[src/rtl/pram_arb_pkg.sv]
// pram_arb_pkg: shared definitions for the two-port RAM arbiter.
//   - Default address/data widths for the RAM behind the arbiter.
//   - Port-index constants PORT0/PORT1.
//   - rr_pick: round-robin grant selection between the two requesters.
package pram_arb_pkg;

    localparam int unsigned ADDR_W_DEF = 10;
    localparam int unsigned DATA_W_DEF = 18;
    localparam int unsigned NUM_PORTS  = 2;

    localparam logic PORT0 = 1'b0;
    localparam logic PORT1 = 1'b1;

    // Returns a one-hot grant. On a tie the port that did not win last time gets it.
    function automatic logic [1:0] rr_pick(input logic [1:0] elig, input logic last_grant);
        logic [1:0] g;
        g = 2'b00;
        case (elig)
            2'b01:   g = 2'b01;
            2'b10:   g = 2'b10;
            2'b11:   g = (last_grant == PORT0) ? 2'b10 : 2'b01;
            default: g = 2'b00;
        endcase
        return g;
    endfunction

endpackage

[src/rtl/pram_arb_if.sv]
// pram_arb_if: one requester's request/response channel into pram_arb.
//   req_valid/req_ready  : request handshake (addr, wen, wdata held while valid && !ready)
//   resp_valid/resp_ready: response handshake carrying resp_data
// Modports: master = requester side, slave = arbiter side.
interface pram_arb_if
    import pram_arb_pkg::*;
#(
    parameter int unsigned ADDR_W = ADDR_W_DEF,
    parameter int unsigned DATA_W = DATA_W_DEF
);
    logic              req_valid;
    logic              req_ready;
    logic [ADDR_W-1:0] req_addr;
    logic              req_wen;
    logic [DATA_W-1:0] req_wdata;
    logic              resp_valid;
    logic              resp_ready;
    logic [DATA_W-1:0] resp_data;

    modport master (
        output req_valid, req_addr, req_wen, req_wdata, resp_ready,
        input  req_ready, resp_valid, resp_data
    );

    modport slave (
        input  req_valid, req_addr, req_wen, req_wdata, resp_ready,
        output req_ready, resp_valid, resp_data
    );
endinterface

[src/rtl/pram_arb_resp.sv]
// pram_arb_resp: per-port response path.
//   clock, reset_n : clock and asynchronous active-low reset
//   grant          : this port was granted the RAM this cycle
//   resp_ready     : requester takes the response this cycle
//   ram_douta      : shared RAM read data (valid the cycle after a grant)
//   inflight       : a response is on ram_douta for this port this cycle
//   hold_valid     : a stalled response is parked in the hold register
//   resp_valid/resp_data : response presented to the requester
module pram_arb_resp
    import pram_arb_pkg::*;
#(
    parameter int unsigned DATA_W = DATA_W_DEF
) (
    input  logic              clock,
    input  logic              reset_n,
    input  logic              grant,
    input  logic              resp_ready,
    input  logic [DATA_W-1:0] ram_douta,
    output logic              inflight,
    output logic              hold_valid,
    output logic              resp_valid,
    output logic [DATA_W-1:0] resp_data
);

    logic              inflight_q;
    logic              hold_valid_q, hold_valid_d;
    logic [DATA_W-1:0] hold_data_q, hold_data_d;

    // ram_douta is only valid for one cycle, so a response not taken is parked here.
    always_comb begin
        hold_valid_d = hold_valid_q;
        hold_data_d  = hold_data_q;
        if (inflight_q && !resp_ready) begin
            hold_valid_d = 1'b1;
            hold_data_d  = ram_douta;
        end else if (hold_valid_q && resp_ready) begin
            hold_valid_d = 1'b0;
        end
    end

    always_ff @(posedge clock or negedge reset_n) begin
        if (!reset_n) begin
            inflight_q   <= 1'b0;
            hold_valid_q <= 1'b0;
            hold_data_q  <= '0;
        end else begin
            inflight_q   <= grant;
            hold_valid_q <= hold_valid_d;
            hold_data_q  <= hold_data_d;
        end
    end

    assign inflight   = inflight_q;
    assign hold_valid = hold_valid_q;
    assign resp_valid = inflight_q | hold_valid_q;
    assign resp_data  = hold_valid_q ? hold_data_q : ram_douta;

endmodule

[src/rtl/pram_arb.sv]
// pram_arb: round-robin arbiter sharing one single-port, read-first RAM between two requesters.
//   clock, reset_n        : clock and asynchronous active-low reset
//   p0, p1                : requester channels (pram_arb_if.slave)
//   ram_addra/dina/wea/ena: RAM control, driven from the granted port in a grant cycle
//   ram_douta             : RAM registered read data, valid the cycle after ram_ena
// Every grant, read or write, returns exactly one response one cycle later.
module pram_arb
    import pram_arb_pkg::*;
#(
    parameter int unsigned ADDR_W = ADDR_W_DEF,
    parameter int unsigned DATA_W = DATA_W_DEF
) (
    input  logic              clock,
    input  logic              reset_n,
    pram_arb_if.slave         p0,
    pram_arb_if.slave         p1,
    output logic [ADDR_W-1:0] ram_addra,
    output logic [DATA_W-1:0] ram_dina,
    output logic              ram_wea,
    output logic              ram_ena,
    input  logic [DATA_W-1:0] ram_douta
);

    logic [1:0] req_valid;
    logic [1:0] resp_ready;
    logic [1:0] inflight;
    logic [1:0] hold_valid;
    logic [1:0] elig;
    logic [1:0] grant;
    logic       last_grant_q, last_grant_d;

    assign req_valid  = {p1.req_valid, p0.req_valid};
    assign resp_ready = {p1.resp_ready, p0.resp_ready};

    // A port whose response would stall cannot take a new grant, so a port owns at
    // most one outstanding response. reset_n gates eligibility so nothing is granted
    // while reset is asserted.
    always_comb begin
        for (int i = 0; i < int'(NUM_PORTS); i++) begin
            elig[i] = reset_n & req_valid[i] & ~hold_valid[i] & ~(inflight[i] & ~resp_ready[i]);
        end
    end

    assign grant = rr_pick(elig, last_grant_q);

    always_comb begin
        ram_ena      = 1'b0;
        ram_wea      = 1'b0;
        ram_addra    = '0;
        ram_dina     = '0;
        last_grant_d = last_grant_q;
        unique case (grant)
            2'b01: begin
                ram_ena      = 1'b1;
                ram_wea      = p0.req_wen;
                ram_addra    = p0.req_addr;
                ram_dina     = p0.req_wdata;
                last_grant_d = PORT0;
            end
            2'b10: begin
                ram_ena      = 1'b1;
                ram_wea      = p1.req_wen;
                ram_addra    = p1.req_addr;
                ram_dina     = p1.req_wdata;
                last_grant_d = PORT1;
            end
            default: ;
        endcase
    end

    // Reset value PORT1 makes port 0 win the first tie.
    always_ff @(posedge clock or negedge reset_n) begin
        if (!reset_n) begin
            last_grant_q <= PORT1;
        end else begin
            last_grant_q <= last_grant_d;
        end
    end

    assign p0.req_ready = grant[PORT0];
    assign p1.req_ready = grant[PORT1];

    pram_arb_resp #(
        .DATA_W (DATA_W)
    ) u_resp0 (
        .clock      (clock),
        .reset_n    (reset_n),
        .grant      (grant[PORT0]),
        .resp_ready (p0.resp_ready),
        .ram_douta  (ram_douta),
        .inflight   (inflight[PORT0]),
        .hold_valid (hold_valid[PORT0]),
        .resp_valid (p0.resp_valid),
        .resp_data  (p0.resp_data)
    );

    pram_arb_resp #(
        .DATA_W (DATA_W)
    ) u_resp1 (
        .clock      (clock),
        .reset_n    (reset_n),
        .grant      (grant[PORT1]),
        .resp_ready (p1.resp_ready),
        .ram_douta  (ram_douta),
        .inflight   (inflight[PORT1]),
        .hold_valid (hold_valid[PORT1]),
        .resp_valid (p1.resp_valid),
        .resp_data  (p1.resp_data)
    );

endmodule
[src/flat_wrapper.sv]
// flat-port wrapper written by rule: the top's interface ports become plain ports
module pram_arb_flat import pram_arb_pkg::*;
#(
    parameter int unsigned ADDR_W = ADDR_W_DEF,
    parameter int unsigned DATA_W = DATA_W_DEF
)
  (clock, reset_n, ram_addra, ram_dina, ram_wea, ram_ena, ram_douta, p0_req_valid, p0_req_addr, p0_req_wen, p0_req_wdata, p0_resp_ready, p0_req_ready, p0_resp_valid, p0_resp_data, p1_req_valid, p1_req_addr, p1_req_wen, p1_req_wdata, p1_resp_ready, p1_req_ready, p1_resp_valid, p1_resp_data);
  pram_arb_if #(.ADDR_W(ADDR_W), .DATA_W(DATA_W)) p0_i ();
  pram_arb_if #(.ADDR_W(ADDR_W), .DATA_W(DATA_W)) p1_i ();
  input  logic clock;
  input  logic reset_n;
  output logic [ADDR_W-1:0] ram_addra;
  output logic [DATA_W-1:0] ram_dina;
  output logic ram_wea;
  output logic ram_ena;
  input  logic [DATA_W-1:0] ram_douta;
  input wire logic [$bits(p0_i.req_valid)-1:0] p0_req_valid;
  input wire logic [$bits(p0_i.req_addr)-1:0] p0_req_addr;
  input wire logic [$bits(p0_i.req_wen)-1:0] p0_req_wen;
  input wire logic [$bits(p0_i.req_wdata)-1:0] p0_req_wdata;
  input wire logic [$bits(p0_i.resp_ready)-1:0] p0_resp_ready;
  output wire logic [$bits(p0_i.req_ready)-1:0] p0_req_ready;
  output wire logic [$bits(p0_i.resp_valid)-1:0] p0_resp_valid;
  output wire logic [$bits(p0_i.resp_data)-1:0] p0_resp_data;
  input wire logic [$bits(p1_i.req_valid)-1:0] p1_req_valid;
  input wire logic [$bits(p1_i.req_addr)-1:0] p1_req_addr;
  input wire logic [$bits(p1_i.req_wen)-1:0] p1_req_wen;
  input wire logic [$bits(p1_i.req_wdata)-1:0] p1_req_wdata;
  input wire logic [$bits(p1_i.resp_ready)-1:0] p1_resp_ready;
  output wire logic [$bits(p1_i.req_ready)-1:0] p1_req_ready;
  output wire logic [$bits(p1_i.resp_valid)-1:0] p1_resp_valid;
  output wire logic [$bits(p1_i.resp_data)-1:0] p1_resp_data;
  assign p0_i.req_valid = p0_req_valid;
  assign p0_i.req_addr = p0_req_addr;
  assign p0_i.req_wen = p0_req_wen;
  assign p0_i.req_wdata = p0_req_wdata;
  assign p0_i.resp_ready = p0_resp_ready;
  assign p0_req_ready = p0_i.req_ready;
  assign p0_resp_valid = p0_i.resp_valid;
  assign p0_resp_data = p0_i.resp_data;
  assign p1_i.req_valid = p1_req_valid;
  assign p1_i.req_addr = p1_req_addr;
  assign p1_i.req_wen = p1_req_wen;
  assign p1_i.req_wdata = p1_req_wdata;
  assign p1_i.resp_ready = p1_resp_ready;
  assign p1_req_ready = p1_i.req_ready;
  assign p1_resp_valid = p1_i.resp_valid;
  assign p1_resp_data = p1_i.resp_data;
  pram_arb #(.ADDR_W(ADDR_W), .DATA_W(DATA_W)) u_core (.clock(clock), .reset_n(reset_n), .p0(p0_i), .p1(p1_i), .ram_addra(ram_addra), .ram_dina(ram_dina), .ram_wea(ram_wea), .ram_ena(ram_ena), .ram_douta(ram_douta));
endmodule
[config.mk]
export PLATFORM = sky130hd
export DESIGN_NAME = pram_arb_flat
export DESIGN_NICKNAME = d
export VERILOG_FILES = /design/src/rtl/pram_arb_pkg.sv /design/src/rtl/pram_arb_if.sv /design/src/rtl/pram_arb_resp.sv /design/src/rtl/pram_arb.sv /design/src/flat_wrapper.sv
export SDC_FILE = /design/constraint.sdc
export NUM_CORES = 1
export LEC_CHECK = 0
export BUFFER_PORTS_ARGS = -buffer_cell sky130_fd_sc_hd__buf_2
export CAP_MARGIN = 40
export CORE_ASPECT_RATIO = 0.5
export CORE_UTILIZATION = 41
export DETAILED_ROUTE_END_ITERATION = 16
export GPL_ROUTABILITY_DRIVEN = 0
export PLACE_DENSITY = 0.86
export SYNTH_ARGS = -nofsm -noshare
export SYNTH_HDL_FRONTEND = slang
export SYNTH_HIERARCHICAL = 1
export SYNTH_SLANG_ARGS = --single-unit
[constraint.sdc]
create_clock -name clock -period 2.3 [get_ports clock]
set_input_delay 0.115 -clock clock [delete_from_list [all_inputs] [get_ports clock]]
set_output_delay 0.115 -clock clock [all_outputs]
set_load 0.02 [all_outputs]
### Yosys cells after proc, flatten, opt, wreduce, memory -nomap -nowiden

Cells that the tools add are included.

* flip-flop bits (word level): 41
* latch bits: 0
* memory bits (writable): 0
* bits in read-only memories: 0
* bits of input ports: 82
* output and inout bits: 70
* logic and storage cells: 51
* memories kept: 0

* add/sub/neg operators: 0
* multiply operators: 0
* div/mod/pow operators: 0
* magnitude comparators: 0
* equal/unequal tests: 5
* shifts and indexed selects: 0
* muxes and demuxes: 13
* bitwise logic cells: 16
* reduce and logical (&&, ||, !) cells: 10

Operator list (count)
* $mux 18: 2
* $pmux 18 s2: 1
* $pmux 10 s2: 1
* $and 1x1->1: 8
* $eq 2x2->1 const B: 3
* $not 1->1: 6
* $pmux 2 s3: 1
* $reduce_bool 2->1: 3
* $mux 1: 5
* $eq 2x1->1 const B: 2
* $logic_and 1x1->1: 4
* $pmux 1 s2: 2
* $logic_not 1->1: 2
* $mux 2: 1
* $or 1x1->1: 2
* $reduce_or 2->1: 1

### Longest topological paths before layout

* depth after elaboration: 9
* depth in mapped cells: 8
* depth with buffers taken out: 6

### Cells and area by module

Netlist, hierarchy kept.

Modules (own cells, without submodules)
* pram_arb_resp: instances 2, cells each 63, area each 1014.7 µm², seq. area each 500.5 µm²
* pram_arb: instances 1, cells each 51, area each 431.7 µm², seq. area each 26.3 µm²

### Least setup slack after synthesis

No wires, ideal clock.

* kind: flip-flop to output port
* start point: register u_core.u_resp1.inflight_q (netlist: u_core/u_resp1/inflight)
* end point: output ram_addra[2]
* arrival time: 2.101 ns
* required time: 2.185 ns
* path slack: 0.084 ns
* cell stages (with the launch flop): 9
* buffers on the path: 2
* cell sequence: dfrtp_1 > nand2b_1 > nand4b_1 > a21oi_1 > ha_1 > nor2b_1 > buf_6 > buf_6 > a22o_1

* cells in the longest elaborated chain, start to end: 7
* elaborated cells on any way between the ends: 10
* those cells by class: eq/ne (5); mux (2); bitwise (3)

RTL lines
* start, declared: RTL line pram_arb_resp.sv:25 `logic inflight_q;`
* start signal, assigned: RTL line pram_arb_resp.sv:47 `inflight_q <= grant;`
* $and 1x1->1 *: RTL line pram_arb.sv:40 `elig[i] = reset_n & req_valid[i] & ~hold_valid[i] & ~(inflight[i] & ~resp_ready[i]);`
* $not 1->1 *: RTL line pram_arb.sv:40
* $and 1x1->1 *: RTL line pram_arb.sv:40
* $eq 2x2->1 or $eq 2x1->1 (tied branches): RTL line pram_arb_pkg.sv:18 `case (elig)`
* $pmux 2 s3 *: RTL line pram_arb_pkg.sv:18
* named net p1_req_ready: RTL line flat_wrapper.sv:30 `output wire logic [$bits(p1_i.req_ready)-1:0] p1_req_ready;`
* $eq 2x2->1 or $eq 2x1->1 (tied branches): RTL line pram_arb.sv:52 `unique case (grant)`
* $pmux 10 s2 *: RTL line pram_arb.sv:52
* end, declared: RTL line flat_wrapper.sv:12 `output logic [ADDR_W-1:0] ram_addra;`

Mark *: on every way through the listed nets, which the timed path passes. The rest lies on a longest branch.

### Worst setup path after layout

* start point: register u_core.u_resp1.inflight_q (netlist: u_core/u_resp1/inflight)
* end point: output ram_addra[4]

* cells in the longest elaborated chain, start to end: 7
* elaborated cells on any way between the ends: 10
* those cells by class: eq/ne (5); mux (2); bitwise (3)

RTL lines (RTL line)
* $and 1x1->1 *: pram_arb.sv:40
* $not 1->1 *: pram_arb.sv:40
* $and 1x1->1 *: pram_arb.sv:40
* $eq 2x2->1 or $eq 2x1->1 (tied branches): pram_arb_pkg.sv:18
* $pmux 2 s3 *: pram_arb_pkg.sv:18
* $eq 2x2->1 or $eq 2x1->1 (tied branches): pram_arb.sv:52
* $pmux 10 s2 *: pram_arb.sv:52

Every way passes the cells marked *; elsewhere a longest branch is shown, timed or not.

==> results.cfg <==
[status]
outcome = finished, violations left
violations = setup timing

[floorplanning]
coreArea_um2 = 5630
pin_count = 152
initial_core_util_pct = 43.7
die_area_um2 = 6340
dieHeight_um = 56.8
placementRows = 19
die-width_um = 112

[clock_network]
clock_path_buffers = 2
numCtsBuffers = 5
cts_sinks = 41
cts_tree = built
cts_root_buf = clkbuf_16
clkLatencyLatePin_ps = 280
cts-htree-levels = 2
clk_pin_slew_ps = 60

[cells_and_area]
regArea_um2 = 1030
drive_gt1_share_pct = 77.0
fill_cells = 367
multi_input_area_um2 = 1350
nets = 426
fin_area_um2 = 3800
finalNonFillerCells = 416
antenna_cells = 0
area_growth_pct = 54.5

[synthesis]
synth.area.mux_share_pct = 36.0
synth_nets = 261
synth_area_per_cell_um2 = 13.9
yosys.area_share.simple_pct = 4.17
yosys.area_share.adder_pct = 1.02
synth.cell_area_um2 = 2460
synth_cell_types = 23
synth_cells = 177
synth_compound_area_share_pct = 11.6
synthXorXnorAreaFrac_pct = 0
ys_ff_latch = 41
synth_top_family_by_area = multiplexers
synth_warnings = 6
seq_area_frac_synth_pct = 41.7

[min_path]
hp-start = ram_douta[11]
hp-class = in -> reg
min_to = u_core/u_resp1/hold_data_q[11]
hold_depth = 2

[sta]
layout_min_cycle_time_ps = 2390
period_share_pct = 104
worst_slew_pin_slew_ps = 350
setup_tns_ps = -1020
setup_viol = 27
timing.fmax_ghz = 0.419
final_max_slew_viol_count = 0
finalWorstSetupSlack_ps = -87.1
fin_skew_ps = 4.38
max_slew_margin_pct = 76.6
rsz0062_at_grt = true
hold_viol_final = 0

[grt]
overflow = 0
antenna_found_initial = 0
grt_pass1_vias = 2397
grt_pass1_wl_um = 12200
grt_usage_pct = 25.4
grt_max_degree = 26

[power_and_ir_drop]
vdd_drop_max_mv = 0.318
total_power_mw = 2.61
p_per_area_nw_per_um2 = 685
leakagePower_nw = 1.94

[setup_path]
start_kind = flip-flop
worst-r2r-setup-slack_ps = 490
critPathArrivalTime_ps = 2270
r2r-end = u_core/last_grant_q
rr_worst_depth = 7
reg2reg_from = u_core/u_resp1/inflight
path_class = reg -> out
required_ps = 2180
cp_max_fo = 14
crit_path_end_kind = output port

[run]
drv_cap = 0

[route]
drtIter0Drc = 104
via_count = 2281
drc_errors = 0
routedWlPerCell_um = 20.8
viasPerCell = 5.48
ant_nets = 0
routed_wirelength_um = 8650
drt_first_pass_iters = 4

[placed_design]
place.port_buffers = 151
dp_hpwl_um = 5580
placed_area_um2 = 3250
pre_cts_ws_ps = 139
numPlacedInstances = 393
[cell usage in the layout, fill, tap and decap left out]
cell | netlist | layout
buf_2 | 6 | 122
mux2_2 | 52 | 52
dfrtp_1 | 40 | 40
buf_6 | 4 | 30
a22o_1 | 29 | 29
mux2_4 | 20 | 20
buf_4 | 2 | 14
clkbuf_16 | 0 | 7
nor2b_4 | 0 | 3
clkinv_2 | 0 | 2
a21o_1 | 2 | 2
buf_12 | 2 | 2
or2_2 | 2 | 2
nand2b_4 | 2 | 2
and2b_1 | 2 | 2
clkinvlp_4 | 0 | 1
bufbuf_16 | 0 | 1
inv_1 | 1 | 1
nand2b_1 | 1 | 1
nand4b_1 | 1 | 1
nand2_1 | 1 | 1
nor3_4 | 0 | 1
o21a_1 | 1 | 1
o21ai_2 | 0 | 1
a21oi_2 | 0 | 1
ha_4 | 0 | 1
ha_2 | 0 | 1
dlygate4sd3_1 | 0 | 1
dfstp_2 | 1 | 1
[per-stage QoR]
| stage | hold WS, ps | utilization [%] |
|---|---|---|
| 2_1_floorplan | -181 | - |
| 3_3_place_gp | 141 | 57.7 |
| 3_5_place_dp | 152 | 57.7 |
| 4_1_cts | 105 | 63.8 |
| 5_1_grt | 109 | 67.5 |
| 6_report | 105 | 67.5 |
[metal layers]
layer / vias up / share of wire [%] / global-route usage [%]
li1: 996 / - / -
met1: 1142 / 37 / 26.8
met2: 106 / 53 / 47.5
met3: 37 / 5.4 / 6.59
met4: 0 / 4.5 / 13.3
met5: - / 0 / 0
[what timing repair did]
item / 4_1_cts / 5_1_grt
gates resized for setup: 23 / 51
hold buffers: 1 / 0
buffers inserted: 7 / 4
hold endpoints to repair: 40 / 0
endpoints found under the setup margin: 29 / 29
pin swaps: 3 / 13
cloned: 2 / 1
[synth_stat cells]
| cell type | count | area [um2] |
|---|---|---|
| a21oi_1 | 1 | 5.00 |
| mux2_4 | 20 | 300 |
| mux2_2 | 52 | 586 |
| dfstp_2 | 1 | 26.3 |
| a21o_1 | 2 | 15.0 |
| nor2b_1 | 3 | 18.8 |
| o21a_1 | 1 | 7.51 |
| dfrtp_1 | 40 | 1000 |
| nand4b_1 | 1 | 8.76 |
| nand2_1 | 1 | 3.75 |
| buf_4 | 2 | 15.0 |
| a22o_1 | 29 | 254 |
| nor3_2 | 1 | 10.0 |
| ha_1 | 2 | 25.0 |
| nand2b_1 | 1 | 6.26 |
| or2_2 | 2 | 12.5 |
| nand2b_4 | 2 | 27.5 |
| and2b_1 | 2 | 15.0 |
| buf_12 | 2 | 40.0 |
| inv_1 | 1 | 3.75 |
| o21ai_1 | 1 | 5.00 |
| buf_6 | 4 | 45.0 |
| buf_2 | 6 | 30.0 |
[state kept, by name (all words and copies together) (netlist names)]
| signal | cells |
|---|---|
| u_core/u_resp1/hold_data_q | 18 |
| u_core/last_grant_q | 1 |
| u_core/u_resp0/hold_valid | 1 |
| u_core/u_resp0/hold_data_q | 18 |
| u_core/u_resp1/hold_valid | 1 |
| u_core/u_resp0/inflight | 1 |
| u_core/u_resp1/inflight | 1 |
[where the power goes]
group	leakage (nW)	switching [mW]	total, mW	internal, mW
clock network	0.0696	0.274	0.671	0.397
registers	0.491	0.116	1.02	0.909
logic	1.38	0.418	0.911	0.493
total	1.94	0.807	2.61	1.80
[final cells by class]
class	count	share of cell area [%]
inverter	1	0.0987
sequential	41	27.0
clock inverter	3	0.461
clock buffer	5	3.29
tap	73	2.40
multi-input combinational	121	35.5
timing repair buffer	172	31.2
[worst max-delay path, stage by stage (launching register included)]
cell and delay [ps]:
dfrtp_1 400, nand2b_1 80, nand4b_1 220, a21oi_2 280
ha_4 260, nor2b_4 210, clkbuf_16 210, a22o_1 180
buf_6 140
[kinds of logic after synthesis]
kind of cell             count (synthesis)
AND/OR/NAND/NOR                         13
AO/OA/AOI/OAI                           34
adder cells (fa/ha/maj)                  2
multiplexers                            72
buffers and inverters                   15
flip-flops                              41
[worst max-delay path by stage]
stage	to	from
after floorplan	ram_addra[2]	u_core/u_resp1/inflight
after global placement	ram_dina[1]	u_core/u_resp0/inflight
after detailed placement	ram_dina[1]	u_core/u_resp0/inflight
after CTS	ram_dina[1]	u_core/u_resp0/inflight
after global routing	ram_addra[4]	u_core/u_resp1/inflight
final	ram_addra[4]	u_core/u_resp1/inflight
Note: power is estimated with default switching activity, not from simulation.
